File: src/rtl/uart_frame_rx_pkg.sv
// Shared widths, default link parameters and types for the UART luminance receiver.
package uart_frame_rx_pkg;

    localparam int unsigned DATA_W = 8;
    localparam int unsigned X_W    = 10;
    localparam int unsigned Y_W    = 9;

    // Link defaults: 12 Mbaud on a 48 MHz clock, VGA geometry
    localparam int unsigned DEF_CLKS_PER_BIT = 4;
    localparam int unsigned DEF_IMG_W        = 640;
    localparam int unsigned DEF_IMG_H        = 480;
    localparam int unsigned DEF_IDLE_GAP     = 20000;

    typedef enum logic [2:0] {
        ST_IDLE,
        ST_START,
        ST_DATA,
        ST_STOP,
        ST_BREAK
    } rx_state_e;

    typedef struct packed {
        logic [DATA_W-1:0] data;
        logic [X_W-1:0]    x;
        logic [Y_W-1:0]    y;
        logic              sof;
        logic              eol;
        logic              eof;
    } pix_t;

endpackage

File: src/rtl/uart_frame_rx_if.sv
// Serial input plus the pixel stream produced from it.
interface uart_frame_rx_if;
    import uart_frame_rx_pkg::*;

    logic              rx;
    logic [DATA_W-1:0] pix_data;
    logic              pix_valid;
    logic [X_W-1:0]    pix_x;
    logic [Y_W-1:0]    pix_y;
    logic              sof;
    logic              eol;
    logic              eof;
    logic              frame_err;
    logic              short_frame;

    modport master (
        input  rx,
        output pix_data, pix_valid, pix_x, pix_y, sof, eol, eof, frame_err, short_frame
    );

    modport slave (
        output rx,
        input  pix_data, pix_valid, pix_x, pix_y, sof, eol, eof, frame_err, short_frame
    );

endinterface

File: src/rtl/uart_rx_byte.sv
// 8N1 byte deserialiser: 2-FF synchroniser, mid-bit sampling, stop-bit error and break hold.
module uart_rx_byte
    import uart_frame_rx_pkg::*;
#(
    parameter int unsigned CLKS_PER_BIT = DEF_CLKS_PER_BIT
) (
    input  logic              clk,
    input  logic              rst,
    input  logic              rx_i,
    output logic [DATA_W-1:0] data_o,
    output logic              byte_done_c_o,
    output logic              stop_err_c_o,
    output logic              line_idle_c_o
);

    localparam int unsigned CW = (CLKS_PER_BIT > 2) ? $clog2(CLKS_PER_BIT) : 1;

    logic              rx_meta_q;
    logic              rxs_q;
    rx_state_e         state_q, state_d;
    logic [CW-1:0]     cnt_q, cnt_d;
    logic [2:0]        bit_q, bit_d;
    logic [DATA_W-1:0] sh_q, sh_d;

    always_ff @(posedge clk) begin
        if (rst) begin
            rx_meta_q <= 1'b1;
            rxs_q     <= 1'b1;
        end else begin
            rx_meta_q <= rx_i;
            rxs_q     <= rx_meta_q;
        end
    end

    always_ff @(posedge clk) begin
        if (rst) begin
            state_q <= ST_IDLE;
            cnt_q   <= '0;
            bit_q   <= '0;
            sh_q    <= '0;
        end else begin
            state_q <= state_d;
            cnt_q   <= cnt_d;
            bit_q   <= bit_d;
            sh_q    <= sh_d;
        end
    end

    // IDLE is only ever entered with the line high, so a low rxs there is a falling edge
    always_comb begin
        state_d       = state_q;
        cnt_d         = cnt_q;
        bit_d         = bit_q;
        sh_d          = sh_q;
        byte_done_c_o = 1'b0;
        stop_err_c_o  = 1'b0;
        line_idle_c_o = 1'b0;
        case (state_q)
            ST_IDLE: begin
                line_idle_c_o = rxs_q;
                cnt_d         = '0;
                if (!rxs_q) state_d = ST_START;
            end
            ST_START: begin
                if (cnt_q == CW'(CLKS_PER_BIT / 2 - 1)) begin
                    cnt_d   = '0;
                    bit_d   = '0;
                    state_d = rxs_q ? ST_IDLE : ST_DATA;
                end else begin
                    cnt_d = cnt_q + CW'(1);
                end
            end
            ST_DATA: begin
                if (cnt_q == CW'(CLKS_PER_BIT - 1)) begin
                    cnt_d = '0;
                    sh_d  = {rxs_q, sh_q[DATA_W-1:1]};
                    bit_d = bit_q + 3'd1;
                    if (bit_q == 3'd7) state_d = ST_STOP;
                end else begin
                    cnt_d = cnt_q + CW'(1);
                end
            end
            ST_STOP: begin
                if (cnt_q == CW'(CLKS_PER_BIT - 1)) begin
                    cnt_d = '0;
                    if (rxs_q) begin
                        byte_done_c_o = 1'b1;
                        state_d       = ST_IDLE;
                    end else begin
                        stop_err_c_o = 1'b1;
                        state_d      = ST_BREAK;
                    end
                end else begin
                    cnt_d = cnt_q + CW'(1);
                end
            end
            ST_BREAK: begin
                if (rxs_q) state_d = ST_IDLE;
            end
            default: state_d = ST_IDLE;
        endcase
    end

    assign data_o = sh_q;

endmodule

File: src/rtl/uart_frame_rx.sv
// UART luminance receiver: rebuilds frame geometry from idle-gap alignment and tags each pixel.
module uart_frame_rx
    import uart_frame_rx_pkg::*;
#(
    parameter int unsigned CLKS_PER_BIT = DEF_CLKS_PER_BIT,
    parameter int unsigned IMG_W        = DEF_IMG_W,
    parameter int unsigned IMG_H        = DEF_IMG_H,
    parameter int unsigned IDLE_GAP     = DEF_IDLE_GAP
) (
    input  logic           clk,
    input  logic           rst,
    uart_frame_rx_if.master bus
);

    localparam int unsigned GAP_W = $clog2(IDLE_GAP + 1);

    logic [DATA_W-1:0] rx_data;
    logic              byte_done;
    logic              stop_err;
    logic              line_idle;

    uart_rx_byte #(
        .CLKS_PER_BIT (CLKS_PER_BIT)
    ) u_rx_byte (
        .clk           (clk),
        .rst           (rst),
        .rx_i          (bus.rx),
        .data_o        (rx_data),
        .byte_done_c_o (byte_done),
        .stop_err_c_o  (stop_err),
        .line_idle_c_o (line_idle)
    );

    logic [GAP_W-1:0] idle_cnt_q, idle_cnt_d;
    logic             synced_q, synced_d;
    logic [X_W-1:0]   x_q, x_d;
    logic [Y_W-1:0]   y_q, y_d;
    pix_t             pix_q, pix_d;
    logic             pix_valid_q, pix_valid_d;
    logic             frame_err_q, frame_err_d;
    logic             short_q, short_d;
    logic             frame_sync;

    always_ff @(posedge clk) begin
        if (rst) begin
            idle_cnt_q  <= '0;
            synced_q    <= 1'b0;
            x_q         <= '0;
            y_q         <= '0;
            pix_q       <= '0;
            pix_valid_q <= 1'b0;
            frame_err_q <= 1'b0;
            short_q     <= 1'b0;
        end else begin
            idle_cnt_q  <= idle_cnt_d;
            synced_q    <= synced_d;
            x_q         <= x_d;
            y_q         <= y_d;
            pix_q       <= pix_d;
            pix_valid_q <= pix_valid_d;
            frame_err_q <= frame_err_d;
            short_q     <= short_d;
        end
    end

    // Frame sync fires once, on the cycle the saturating idle counter reaches IDLE_GAP
    always_comb begin
        idle_cnt_d  = '0;
        frame_sync  = 1'b0;
        synced_d    = synced_q;
        x_d         = x_q;
        y_d         = y_q;
        pix_d       = pix_q;
        pix_d.sof   = 1'b0;
        pix_d.eol   = 1'b0;
        pix_d.eof   = 1'b0;
        pix_valid_d = 1'b0;
        frame_err_d = stop_err;
        short_d     = 1'b0;

        if (line_idle) begin
            if (idle_cnt_q == GAP_W'(IDLE_GAP)) begin
                idle_cnt_d = idle_cnt_q;
            end else begin
                idle_cnt_d = idle_cnt_q + GAP_W'(1);
                frame_sync = (idle_cnt_q == GAP_W'(IDLE_GAP - 1));
            end
        end

        if (frame_sync) begin
            short_d  = synced_q && ((x_q != '0) || (y_q != '0));
            synced_d = 1'b1;
            x_d      = '0;
            y_d      = '0;
        end

        if (byte_done && synced_q) begin
            pix_valid_d = 1'b1;
            pix_d.data  = rx_data;
            pix_d.x     = x_q;
            pix_d.y     = y_q;
            pix_d.sof   = (x_q == '0) && (y_q == '0);
            pix_d.eol   = (x_q == X_W'(IMG_W - 1));
            pix_d.eof   = (x_q == X_W'(IMG_W - 1)) && (y_q == Y_W'(IMG_H - 1));
            if (x_q == X_W'(IMG_W - 1)) begin
                x_d = '0;
                y_d = (y_q == Y_W'(IMG_H - 1)) ? '0 : y_q + Y_W'(1);
            end else begin
                x_d = x_q + X_W'(1);
            end
        end
    end

    assign bus.pix_data    = pix_q.data;
    assign bus.pix_x       = pix_q.x;
    assign bus.pix_y       = pix_q.y;
    assign bus.sof         = pix_q.sof;
    assign bus.eol         = pix_q.eol;
    assign bus.eof         = pix_q.eof;
    assign bus.pix_valid   = pix_valid_q;
    assign bus.frame_err   = frame_err_q;
    assign bus.short_frame = short_q;

endmodule

File: src/flat_wrapper.sv
// flat-port wrapper written by rule: the top's interface ports become plain ports
module uart_frame_rx_flat import uart_frame_rx_pkg::*;
#(
    parameter int unsigned CLKS_PER_BIT = DEF_CLKS_PER_BIT,
    parameter int unsigned IMG_W        = DEF_IMG_W,
    parameter int unsigned IMG_H        = DEF_IMG_H,
    parameter int unsigned IDLE_GAP     = DEF_IDLE_GAP
)
  (clk, rst, bus_rx, bus_pix_data, bus_pix_valid, bus_pix_x, bus_pix_y, bus_sof, bus_eol, bus_eof, bus_frame_err, bus_short_frame);
  uart_frame_rx_if bus_i ();
  input  logic clk;
  input  logic rst;
  input wire logic [$bits(bus_i.rx)-1:0] bus_rx;
  output wire logic [$bits(bus_i.pix_data)-1:0] bus_pix_data;
  output wire logic [$bits(bus_i.pix_valid)-1:0] bus_pix_valid;
  output wire logic [$bits(bus_i.pix_x)-1:0] bus_pix_x;
  output wire logic [$bits(bus_i.pix_y)-1:0] bus_pix_y;
  output wire logic [$bits(bus_i.sof)-1:0] bus_sof;
  output wire logic [$bits(bus_i.eol)-1:0] bus_eol;
  output wire logic [$bits(bus_i.eof)-1:0] bus_eof;
  output wire logic [$bits(bus_i.frame_err)-1:0] bus_frame_err;
  output wire logic [$bits(bus_i.short_frame)-1:0] bus_short_frame;
  assign bus_i.rx = bus_rx;
  assign bus_pix_data = bus_i.pix_data;
  assign bus_pix_valid = bus_i.pix_valid;
  assign bus_pix_x = bus_i.pix_x;
  assign bus_pix_y = bus_i.pix_y;
  assign bus_sof = bus_i.sof;
  assign bus_eol = bus_i.eol;
  assign bus_eof = bus_i.eof;
  assign bus_frame_err = bus_i.frame_err;
  assign bus_short_frame = bus_i.short_frame;
  uart_frame_rx #(.CLKS_PER_BIT(CLKS_PER_BIT), .IMG_W(IMG_W), .IMG_H(IMG_H), .IDLE_GAP(IDLE_GAP)) u_core (.clk(clk), .rst(rst), .bus(bus_i));
endmodule
File: config.mk
export PLATFORM = sky130hd
export DESIGN_NAME = uart_frame_rx_flat
export DESIGN_NICKNAME = d
export VERILOG_FILES = /design/src/rtl/uart_frame_rx_pkg.sv /design/src/rtl/uart_frame_rx_if.sv /design/src/rtl/uart_rx_byte.sv /design/src/rtl/uart_frame_rx.sv /design/src/flat_wrapper.sv
export SDC_FILE = /design/constraint.sdc
export NUM_CORES = 1
export LEC_CHECK = 0
export ABC_AREA = 1
export BUFFER_PORTS_ARGS = -buffer_cell sky130_fd_sc_hd__buf_4
export CAP_MARGIN = 20
export CELL_PAD_IN_SITES_DETAIL_PLACEMENT = 1
export CELL_PAD_IN_SITES_GLOBAL_PLACEMENT = 2
export CORE_MARGIN = 1.5
export CORE_UTILIZATION = 34
export CTS_BUF_LIST = sky130_fd_sc_hd__clkbuf_16
export CTS_CLUSTER_SIZE = 12
export DETAILED_ROUTE_END_ITERATION = 7
export PLACE_DENSITY_LB_ADDON = 0.1
export SYNTH_ARGS = -nofsm -noshare
export SYNTH_HDL_FRONTEND = slang
export SYNTH_SLANG_ARGS = --single-unit
File: constraint.sdc
create_clock -name clk -period 1.7 [get_ports clk]
set_input_delay 0.34 -clock clk [delete_from_list [all_inputs] [get_ports clk]]
set_output_delay 0.34 -clock clk [all_outputs]
set_load 0.02 [all_outputs]
After elaboration in Yosys (flattened, before gate mapping)
Index checks and enable logic that the tools add are counted.

cells by class
  $add $sub $neg = 5
  equal/unequal tests = 17
  muxes and demuxes = 30
  bitwise logic cells = 5
  reduce and logical (&&, ||, !) cells = 21

operators by type and width
  kind                                                             count
  9-bit two-way mux                                                4
  15-bit == test, second input constant                            2
  10-bit two-way mux                                               3
  3-bit two-way mux                                                9
  15-bit by 1-bit adder with 15-bit output, second input constant  1
  3-bit case mux with 5 select lines                               1
  2-bit inequality test, second input constant                     6
  10-bit by 1-bit adder with 10-bit output, second input constant  1
  10-bit == test, second input constant                            1
  10-bit zero test                                                 1
  10-bit nonzero test                                              1
  9-bit by 1-bit adder with 9-bit output, second input constant    1
  9-bit == test, second input constant                             1
  9-bit zero test                                                  1
  9-bit nonzero test                                               1
  1-bit two-way mux                                                8
  2-bit OR reduction                                               4
  3-bit by 2-bit == test with 1-bit output, second input constant  2
  3-bit == test, second input constant                             2
  2-bit two-way mux                                                3
  2-bit case mux with 3 select lines                               1
  3-bit case mux with 2 select lines                               1
  6-bit AND reduction                                              1
  1-bit NOT                                                        5
  other kinds (13)                                                 17

word-level totals
  register bits = 86
  input bits = 3
  output and inout bits = 33
  logic and storage cells = 97

Logic depth before layout (Yosys ltp)
Gate-level depths: netlist of the first run.

  word-level depth = 6
  mapped depth = 9
  depth with buffers taken out = 9

By module
Synthesis of the first run repeated with hierarchy kept, for this count alone.

second synthesis, totals
  cell total of the unflattened synthesis = 552
  area total of the unflattened synthesis = 4,017.6 um2

by module, submodules not included
  module         instances  cells each  area each (um2)  sequential area each (um2)
  uart_frame_rx  1          423         3,085.5          1,361.3
  uart_rx_byte   1          129         932.1            360.3

Least setup slack after synthesis of the first run
No wires, ideal clock.

  path kind = register -> register
  start point = register u_core.u_rx_byte.cnt_q[0]
  end point = register u_core.y_q[0]
  library setup time = 115 ps
  data arrival time = 1,384 ps
  data required time = 1,585 ps
  path slack = 201 ps
  cell stages (with the launch flop) = 7
  path buffers = 0
  period minus slack after synthesis = 1,499 ps
  cell sequence = dfxtp_1 > ha_1 > nand3_1 > nor2_4 > nand3_1 > a21oi_1 > nor2_1

on the way
  word-level cells in the longest chain between the ends = 5

RTL lines
  what                    RTL line             text
  from (decl)             uart_rx_byte.sv:21   logic [CW-1:0] cnt_q, cnt_d;
  from (signal assigned)  uart_rx_byte.sv:43   cnt_q <= cnt_d;
  2-bit == test           uart_rx_byte.sv:84   if (cnt_q == CW'(CLKS_PER_BIT - 1)) begin
  1-bit two-way mux       uart_rx_byte.sv:84
  1-bit two-way mux       uart_rx_byte.sv:58   case (state_q)
  1-bit logical AND       uart_frame_rx.sv:97  if (byte_done && synced_q) begin
  9-bit two-way mux       uart_frame_rx.sv:97
  to (signal assigned)    uart_frame_rx.sv:58  y_q <= y_d;
  to (decl)               uart_frame_rx.sv:37  logic [Y_W-1:0] y_q, y_d;

Every way passes these cells.
A chain may end at the register's enable or synchronous reset.

Worst setup path after layout of the first run
  start point = register u_core.u_rx_byte.cnt_q[1]
  end point = register u_core.x_q[7]

on the way
  word-level cells in the longest chain between the ends = 5
  elaborated cells on any way between the ends = 6
  those cells by class = eq/ne: 1; mux: 3; reduce/logical: 2

RTL lines
  what                                                             RTL line             text
  2-bit == test *                                                  uart_rx_byte.sv:84
  1-bit two-way mux *                                              uart_rx_byte.sv:84
  1-bit two-way mux *                                              uart_rx_byte.sv:58
  1-bit logical AND *                                              uart_frame_rx.sv:97
  10-bit two-way mux / 2-bit nonzero test (equally long branches)  n/a
  to (signal assigned)                                             uart_frame_rx.sv:48  x_q <= '0;
  to (signal assigned)                                             uart_frame_rx.sv:57  x_q <= x_d;
  to (decl)                                                        uart_frame_rx.sv:36  logic [X_W-1:0] x_q, x_d;

Every way passes the cells marked *; elsewhere a longest branch is shown, timed or not.

==> results.cfg, run 1 <==
[run_status]
status = finished clean

[worst_setup_path]
cp_slowest_cell = dfxtp_1
setup.worst_path.start_class = flip-flop
crit_family = simple AND/OR/NAND/NOR gates
reg2reg_depth = 9
regToRegSetupSlack_ps = 160
max_stage_delay_ps = 360
worstSetupPathType = flip-flop to flip-flop
r2r-end = u_core.x_q[7]
cp_max_fo = 5
worstPathBufferInverterCount = 2
crit_path_cell_trace = ha_1, nand3_1, nor2_4, buf_4, buf_4, nand3_1, nand2_1, nand2_1, a21oi_1
crit_path_end_kind = flip-flop
r2r-start = u_core.u_rx_byte.cnt_q[1]
worstPathArrival_ps = 1820
cp.required_ps = 1980

[layout]
stdcell_area_sq_mm = 0.00478
nets = 616
num-fill-cells = 1408
n_antenna_cell = 0
multiInputGateArea_sq_mm = 0.00190
regArea_sq_mm = 0.00173
syn_to_final_growth_pct = 22.3
drive_gt1_share_pct = 16.5

[die]
die-height_um = 110
core_area_sq_mm = 0.0110
initial_core_util_pct = 35.4
row_count = 38
fp.dieW_um = 110
die-area_sq_mm = 0.0121
ios = 36

[clock_tree]
h-tree-depth = 3
cts-root-buf = clkbuf_16
holdBufCountCts = 0
cts.sinks = 86
max-clock-path-buffers = 2
cts_made_buffers = 9
worstSkewPairLatency_ps = 350
cts_tree = done
path_clk_slew_ps = 60

[hold_path]
hp-start = bus_rx
whs_path_depth = 2
hold_class = primary input to flip-flop
hold_path_end = u_core.u_rx_byte.rx_meta_q

[routing]
viasPerCell = 4.93
num_vias = 3684
dr.first_iter.drc_count = 103
ant_nets = 0
finalWirelength_um = 10900
firstDrtPassIters = 6
wl_per_cell_um = 14.6
drc_errors = 0

[place]
placed_area_sq_mm = 0.00446
gp_congestion = 0.772
io_buffers = 35
post-place-ws_ps = -48.9
dpl.hpwl_um = 7660

[yosys]
synth_common_cells = dfxtp_1, nand2_1, nor2_1, inv_1, a21oi_1
synth_edf_count = 0
avgSynthCellArea_sq_um = 7.19
synth_warnings = 0
netlist_instances = 544
seq_area_frac_synth_pct = 44.0
netlist.area_leader.share_pct = 44.0
ys_ff_latch = 86
synth_cell_types = 31
yosys-top-cells-area = dfxtp_1, nand2_1, nor2_1, a21oi_1, nand3_1
syn_nets = 558
synth_top_area_cell = dfxtp_1
ys.flop_type = dfxtp_1
synth_area_sq_mm = 0.00391
async_flop_share_pct = 0

[power]
pwr-share-comb_pct = 16.3
vdd_drop_max_mv = 0.764
swShare_pct = 29.4
p_leak_uw = 0.00203
power_frac_seq_pct = 46.8
p_sw_uw = 1390
p_per_area_mw_per_mm2 = 990
pwr-share-clk_pct = 36.8
internal-power_uw = 3340

[grt]
antenna_found_initial = 0
grt_max_degree = 50
overflow = 0
first_global_vias = 3718
grt_first_pass_wirelength_um = 18000
track_usage_pct = 19.6

[sta]
fin_ws_ps = 162
tns_ps = 0
period_minus_slack_ps = 1540
clock.fmax_mhz = 650
finalClockSkew_ps = 7.49
hold_violations = 0
worstMarginPinSlew_ps = 416
min_period_over_period_pct = 90.5
max_slew_margin_pct = 72.2
setup_violations = 0
rsz0062_at_grt = no
final_max_slew_viol_count = 0

[flow_run]
cap_violations = 0
[sequential cells by signal (all words and copies together), names as in the netlist]
name / cells
u_core.bus.pix_y: 9
u_core.bus.pix_data: 8
u_core.u_rx_byte.rxs_q: 1
u_core.bus.eof: 1
u_core.u_rx_byte.rx_meta_q: 1
u_core.y_q: 9
u_core.u_rx_byte.data_o: 8
u_core.u_rx_byte.cnt_q: 2
u_core.bus.eol: 1
u_core.bus.pix_x: 10
u_core.idle_cnt_q: 15
u_core.u_rx_byte.bit_q: 3
u_core.bus.pix_valid: 1
u_core.x_q: 10
u_core.u_rx_byte.state_q: 3
u_core.bus.short_frame: 1
u_core.bus.frame_err: 1
u_core.synced_q: 1
u_core.bus.sof: 1
[routing by layer]
| metal | global-route usage, % | vias up | share of wire [%] |
|---|---|---|---|
| met4 | 7.60 | 0 | 1.5 |
| met5 | 0 | - | 0 |
| li1 | - | 1899 | - |
| met2 | 31.5 | 46 | 45 |
| met3 | 5.29 | 8 | 4.0 |
| met1 | 25.1 | 1731 | 49 |
[layout make-up]
class / count / area share [%]
clock buffers: 9 / 4.71
well taps: 140 / 3.66
flip-flops and latches: 86 / 36.1
multi-input cells: 378 / 39.7
repair buffers: 62 / 10.2
inverters: 65 / 5.10
clock inverters: 7 / 0.550
[stage by stage]
| step | power, uW | utilization (%) | cells | hold WS (ps) |
|---|---|---|---|---|
| after floorplan | 2820 | - | 544 | 389 |
| after global placement | 3000 | 40.4 | 727 | 395 |
| after detailed placement | 3040 | 40.4 | 727 | 397 |
| after CTS | 4810 | 42.8 | 743 | 164 |
| after global routing | 5020 | 43.3 | 747 | 174 |
| final | 4730 | 43.3 | 747 | 182 |
[worst reg2reg max path, cell delays in order (launching register included)]
cell     delay [ps]
dfxtp_1         360
ha_1            190
nand3_1         130
nor2_4          180
buf_4           170
buf_4           100
nand3_1          70
nand2_1          80
nand2_1          70
a21oi_1         130
[cells by family (layout without fill, tap and decap cells)]
group                      count (synthesis)  after routing  synth area share [%]
buffers and inverters                     81            143                  8.35
and+or+nand+nor                          253            254                  29.0
AOI/OAI and AO/OA                        113            113                  15.1
DFF                                       86             86                  44.0
adders and majority gates                 11             11                  3.52
[worst max path at each step]
stage,from,cells after the start,slack [ps],endpoint
after floorplan,u_core.u_rx_byte.cnt_q[0],6,200,u_core.y_q[0]
after global placement,u_core.u_rx_byte.cnt_q[0],6,50,u_core.y_q[0]
after detailed placement,u_core.u_rx_byte.cnt_q[0],6,-50,u_core.y_q[0]
after CTS,u_core.u_rx_byte.cnt_q[0],9,20,u_core.y_q[0]
after global routing,u_core.u_rx_byte.cnt_q[0],9,2,u_core.x_q[7]
final,u_core.u_rx_byte.cnt_q[1],9,160,u_core.x_q[7]
[timing repair]
item,CTS,global route
gates resized for setup,2,11
setup buffers,0,3
endpoints found under the setup margin,9,41
gates cloned,0,1
endpoints found under the hold margin,0,0
pin swaps,0,2
[layout by cell type (no fill, tap or decap), types with 2 or more instances in the layout]
master      n
clkbuf_16   9
or2_2       3
buf_6       2
nand2_1    85
ha_1       11
nand2_2     3
o21ai_1     3
a21oi_1    55
dfxtp_1    83
inv_1      63
o21a_1      2
nor2_1     82
buf_4      59
nand3_4     3
nand4_1     9
clkinv_1    3
o21ai_0    49
nand3_1    50
nor3_1      7
nor2_2      3
nor2_4      4
dfxtp_2     3
inv_2       6
[power groups by stage]
| stage | Clock, uW | Sequential (uW) | Combinational [uW] |
|---|---|---|---|
| after floorplan | 0 | 2230 | 588 |
| after global placement | 0 | 2240 | 755 |
| after detailed placement | 0 | 2250 | 785 |
| after CTS | 1820 | 2210 | 791 |
| after global routing | 1890 | 2230 | 893 |
| final | 1740 | 2220 | 773 |
No activity file was read; power rests on OpenSTA's default activity.
==> inputs of run 2 (changes only) <==
--- a/config.mk
+++ b/config.mk
@@ -11,7 +11,7 @@
 export CELL_PAD_IN_SITES_DETAIL_PLACEMENT = 1
 export CELL_PAD_IN_SITES_GLOBAL_PLACEMENT = 2
 export CORE_MARGIN = 1.5
-export CORE_UTILIZATION = 34
+export CORE_UTILIZATION = 30
 export CTS_BUF_LIST = sky130_fd_sc_hd__clkbuf_16
 export CTS_CLUSTER_SIZE = 12
 export DETAILED_ROUTE_END_ITERATION = 7
==> constraint.sdc (replaced) <==
create_clock -name clk -period 1.3 [get_ports clk]
set_input_delay 0.26 -clock clk [delete_from_list [all_inputs] [get_ports clk]]
set_output_delay 0.26 -clock clk [all_outputs]
set_load 0.02 [all_outputs]
==> run 2 against run 1 <==
Compared with the run above: core utilization rose by 7.0 points; the run now ends with setup timing left; sequential share of layout area fell by 8.4 points; routed wire length rose by 31%; final cell count rose by 16%; via count rose by 13%; first-iteration DRC count rose by 56%; worst setup slack got worse by 270 ps; worst hold slack got worse by 74 ps; non-clock buffer count rose by 89; critical path depth fell by 2; cell area rose by 34%; critical endpoint is now u_core.y_q[2].
==> results.cfg, run 2 (synthesis results as in run 1) <==
[run_status]
status = complete, but fails checks
violations = setup timing

[worst_setup_path]
cp.required_ps = 1530
reg2reg_depth = 7
cp_max_fo = 8
regToRegSetupSlack_ps = -100
setup.worst_path.start_class = flip-flop
max_stage_delay_ps = 370
worstSetupPathType = flip-flop to flip-flop
cp_slowest_cell = dfxtp_4
worstPathBufferInverterCount = 1
cpMostUsedCell = nand3_4
worstPathArrival_ps = 1630
r2r-end = u_core.y_q[2]
r2r-start = u_core.u_rx_byte.cnt_q[1]
crit_path_cell_trace = ha_4, nand3_4, nor2_4, buf_6, nand3_4, nand3_2, a21oi_2
crit_family = simple AND/OR/NAND/NOR gates
crit_path_end_kind = flip-flop

[die]
die-height_um = 117
core_area_sq_mm = 0.0127
die-area_sq_mm = 0.0137
row_count = 41
fp.dieW_um = 117
ios = 36
initial_core_util_pct = 30.8

[layout]
drive_gt1_share_pct = 44.3
utilization_pct = 50.4
layout_common_cells = buf_4, dfxtp_1, nand2_1, nor2_1, inv_1
nets = 705
largest_register = u_core.idle_cnt_q
syn_to_final_growth_pct = 63.3
final_common_cell = buf_4
n_antenna_cell = 0
largest_register_ffs = 15
num-fill-cells = 1562
stdcell_area_sq_mm = 0.00638
fin_cells = 868

[sta]
finalClockSkew_ps = 6.19
hold_violations = 0
tns_ps = -2400
fin_ws_ps = -104
period_minus_slack_ps = 1400
setup_violations = 51
max_slew_margin_pct = 73.6
clock.fmax_mhz = 712
min_period_over_period_pct = 108
worstMarginPinSlew_ps = 393
rsz0062_at_grt = yes
final_max_slew_viol_count = 0

[clock_tree]
max-clock-path-buffers = 2
path_clk_slew_ps = 60
cts-root-buf = clkbuf_16
holdBufCountCts = 0
worstSkewPairLatency_ps = 340
cts_tree = done
cts_made_buffers = 9
cts.sinks = 86
h-tree-depth = 3

[grt]
grt_first_pass_wirelength_um = 21500
first_global_vias = 4237
antenna_found_initial = 0
track_usage_pct = 20.3
overflow = 0
grt_max_degree = 27

[routing]
finalWirelength_um = 14300
firstDrtPassIters = 4
drc_errors = 0
ant_nets = 0
wl_per_cell_um = 16.4
dr.first_iter.drc_count = 161
num_vias = 4175
viasPerCell = 4.81

[place]
numPlacedInstances = 822
io_buffers = 35
dpl.hpwl_um = 8880
gp_congestion = 0.835
placed_area_sq_mm = 0.00503

[power]
vdd_drop_max_mv = 0.609
internal-power_uw = 5600
p_per_area_mw_per_mm2 = 1240
pwr-share-clk_pct = 37.1
pwr-share-comb_pct = 25.3
p_total_uw = 7940
power_frac_seq_pct = 37.7
swShare_pct = 29.4
p_leak_uw = 0.00266
p_sw_uw = 2330

[hold_path]
hold_path_end = u_core.u_rx_byte.rx_meta_q
whs_path_depth = 2
hold_class = primary input to flip-flop
hp-start = bus_rx

[flow_run]
cap_violations = 0
[run 2: area by class of cell]
cell class	instances	area, sq um	area share (%)
inverter	65	283	4.43
timing repair buffer	151	1340	20.9
sequential	86	1770	27.7
clock inverter	7	105	1.65
tap	172	215	3.37
clock buffer	9	225	3.53
multi-input combinational	378	2450	38.4
[run 2: what timing repair did]
action | 4_1_cts | 5_1_grt
resized for setup | 107 | 118
cloned | 4 | 1
buffers inserted | 14 | 13
pin swaps | 37 | 43
setup endpoints to repair | 80 | 79
[run 2: power groups by stage]
| stage | Sequential (uW) | Combinational (uW) | Clock, uW |
|---|---|---|---|
| after floorplan | 2940 | 770 | 0 |
| after detailed placement | 2940 | 1250 | 0 |
| after CTS | 2960 | 1560 | 2990 |
| after global placement | 2930 | 1190 | 0 |
| final | 2990 | 2000 | 2940 |
| after global routing | 3000 | 2200 | 3090 |
[run 2: per-stage QoR]
stage	hold slack, ps	setup slack (ps)
after CTS	102	-83.6
after global routing	116	-158
after global placement	399	-190
final	107	-104
after detailed placement	403	-236
after floorplan	364	-6.26
[run 2: how the worst max path moves through the flow]
| stage | depth (start not counted) | slack [ps] | end | start |
|---|---|---|---|---|
| after CTS | 9 | -80 | u_core.x_q[0] | u_core.u_rx_byte.cnt_q[0] |
| after detailed placement | 6 | -240 | u_core.x_q[6] | u_core.u_rx_byte.cnt_q[1] |
| after global placement | 5 | -190 | u_core.x_q[6] | u_core.u_rx_byte.state_q[1] |
| final | 7 | -100 | u_core.y_q[2] | u_core.u_rx_byte.cnt_q[1] |
| after global routing | 9 | -160 | u_core.y_q[0] | u_core.x_q[1] |
| after floorplan | 8 | -6 | u_core.y_q[0] | u_core.y_q[0] |
[run 2: metal layers]
metal,global-route usage (%),part of all wire (%)
met1,27.5,47
met2,33.4,50
met3,2.88,2.5
met4,6.59,1.3
met5,0,0
==> inputs of run 3 (changes only) <==
--- a/config.mk
+++ b/config.mk
@@ -11,7 +11,7 @@
 export CELL_PAD_IN_SITES_DETAIL_PLACEMENT = 1
 export CELL_PAD_IN_SITES_GLOBAL_PLACEMENT = 2
 export CORE_MARGIN = 1.5
-export CORE_UTILIZATION = 30
+export CORE_UTILIZATION = 24
 export CTS_BUF_LIST = sky130_fd_sc_hd__clkbuf_16
 export CTS_CLUSTER_SIZE = 12
 export DETAILED_ROUTE_END_ITERATION = 7
==> run 3 against run 2 <==
Compared with the run above: the run still ends with setup timing left; core utilization shrank 9.6 points; worst hold slack lost 9.9 ps; power shrank 5.1%; combinational power shrank 4%; die area grew 24%; first-iteration DRC count grew 9.3%; clock skew is essentially flat; count of clock-buffer cells in the layout is the same; sequential share of layout area shrank 0.37 points; register-to-register slack is essentially flat; via count shrank 0.41%; routed wire length shrank 1.7%; largest cell class unchanged.
==> results.cfg, run 3 (synthesis results as in run 1) <==
[run_status]
status = complete, but fails checks
violations = setup timing

[routing]
num_vias = 4158
wl_per_cell_um = 15.3
firstDrtPassIters = 4
dr.first_iter.drc_count = 176
ant_nets = 0
finalWirelength_um = 14000
drc_errors = 0
viasPerCell = 4.52

[layout]
final_common_cell = buf_4
n_antenna_cell = 0
largest_register_ffs = 15
stdcell_area_sq_mm = 0.00647
syn_to_final_growth_pct = 65.6
utilization_pct = 40.7
regArea_sq_mm = 0.00177
largest_register = u_core.idle_cnt_q
nets = 713
multiInputGateArea_sq_mm = 0.00248
drive_gt1_share_pct = 47.7
layout_common_cells = buf_4, nand2_1, dfxtp_1, nor2_1, inv_1
num-fill-cells = 1900

[sta]
holdWs_ps = 97.5
final_max_slew_viol_count = 0
min_period_over_period_pct = 109
worstMarginPinSlew_ps = 260
finalClockSkew_ps = 5.74
hold_violations = 0
clock.fmax_mhz = 706
max_slew_margin_pct = 82.5
tns_ps = -2300
fin_ws_ps = -116
period_minus_slack_ps = 1420
rsz0062_at_grt = yes
setup_violations = 46

[clock_tree]
cts_tree = done
cts_made_buffers = 9
holdBufCountCts = 0
h-tree-depth = 3
cts.sinks = 86
worstSkewPairLatency_ps = 350
cts-root-buf = clkbuf_16
path_clk_slew_ps = 70
max-clock-path-buffers = 2

[die]
ios = 36
die-height_um = 131
initial_core_util_pct = 24.6
die-area_sq_mm = 0.0171
fp.dieW_um = 131
core_area_sq_mm = 0.0159
row_count = 46

[hold_path]
hold_class = primary input to flip-flop

[worst_setup_path]
setup.worst_path.start_class = flip-flop
worstSetupPathType = flip-flop to flip-flop
cp_max_fo = 5
cp.required_ps = 1600
worstPathArrival_ps = 1710
crit_path_end_kind = flip-flop

[power]
p_total_uw = 7530
vdd_drop_max_mv = 0.672
p_per_area_mw_per_mm2 = 1160
p_leak_uw = 0.00261

[grt]
overflow = 0
grt_max_degree = 30
antenna_found_initial = 0
first_global_vias = 4281
track_usage_pct = 17.2
grt_first_pass_wirelength_um = 22500

[place]
dpl.hpwl_um = 8890
gp_congestion = 0.752
placed_area_sq_mm = 0.00512
io_buffers = 35

[flow_run]
cap_violations = 0
-- run 3: layout make-up --
type | instances | share of cell area [%]
inverters | 65 | 4.29
multi-input cells | 378 | 38.3
clock inverters | 7 | 1.01
well taps | 216 | 4.18
repair buffers | 159 | 21.5
clock buffers | 9 | 3.48
flip-flops and latches | 86 | 27.3
-- run 3: worst paths after layout --
check | start | endpoint | slack [ps] | cells past startpoint
min reg2reg | u_core.u_rx_byte.rx_meta_q | u_core.u_rx_byte.rxs_q | 410 | 1
min | bus_rx | u_core.u_rx_byte.rx_meta_q | 100 | 2
max reg2reg | u_core.u_rx_byte.cnt_q[1] | u_core.y_q[4] | -120 | 8
max | u_core.u_rx_byte.cnt_q[1] | u_core.y_q[4] | -120 | 8
-- run 3: metrics by stage --
stage	instances	setup WS [ps]
finish	920	-116
global route	920	-202
CTS	912	-129
detailed placement	871	-207
global placement	871	-197
floorplan	544	-6.26
-- run 3: report_power, final --
group / total [uW] / switching [uW] / internal (uW) / leakage (uW)
registers: 2980 / 184 / 2790 / 0.000705
clock network: 2640 / 1160 / 1470 / 0.000133
logic: 1920 / 987 / 929 / 0.00177
total: 7530 / 2330 / 5200 / 0.00261
-- run 3: timing repair --
action                     CTS  global route
pin swaps                   52            43
gates cloned                 5             2
resized for setup          151            81
setup buffers               20             8
setup endpoints to repair   81            82
-- run 3: routing by layer --
layer / share of wire [%] / global-route usage (%)
met2: 49 / 28.9
met1: 48 / 22.8
met5: 0 / 0
met3: 1.7 / 2.52
met4: 1.4 / 5.82
-- run 3: critical path, stage by stage, from the launching register on --
cell and delay (ps):
dfxtp_2 360, ha_4 150, nand3_4 70, nor2_4 190, inv_6 120, nor2_4 200
buf_4 150, a21oi_2 30, nor2_1 90
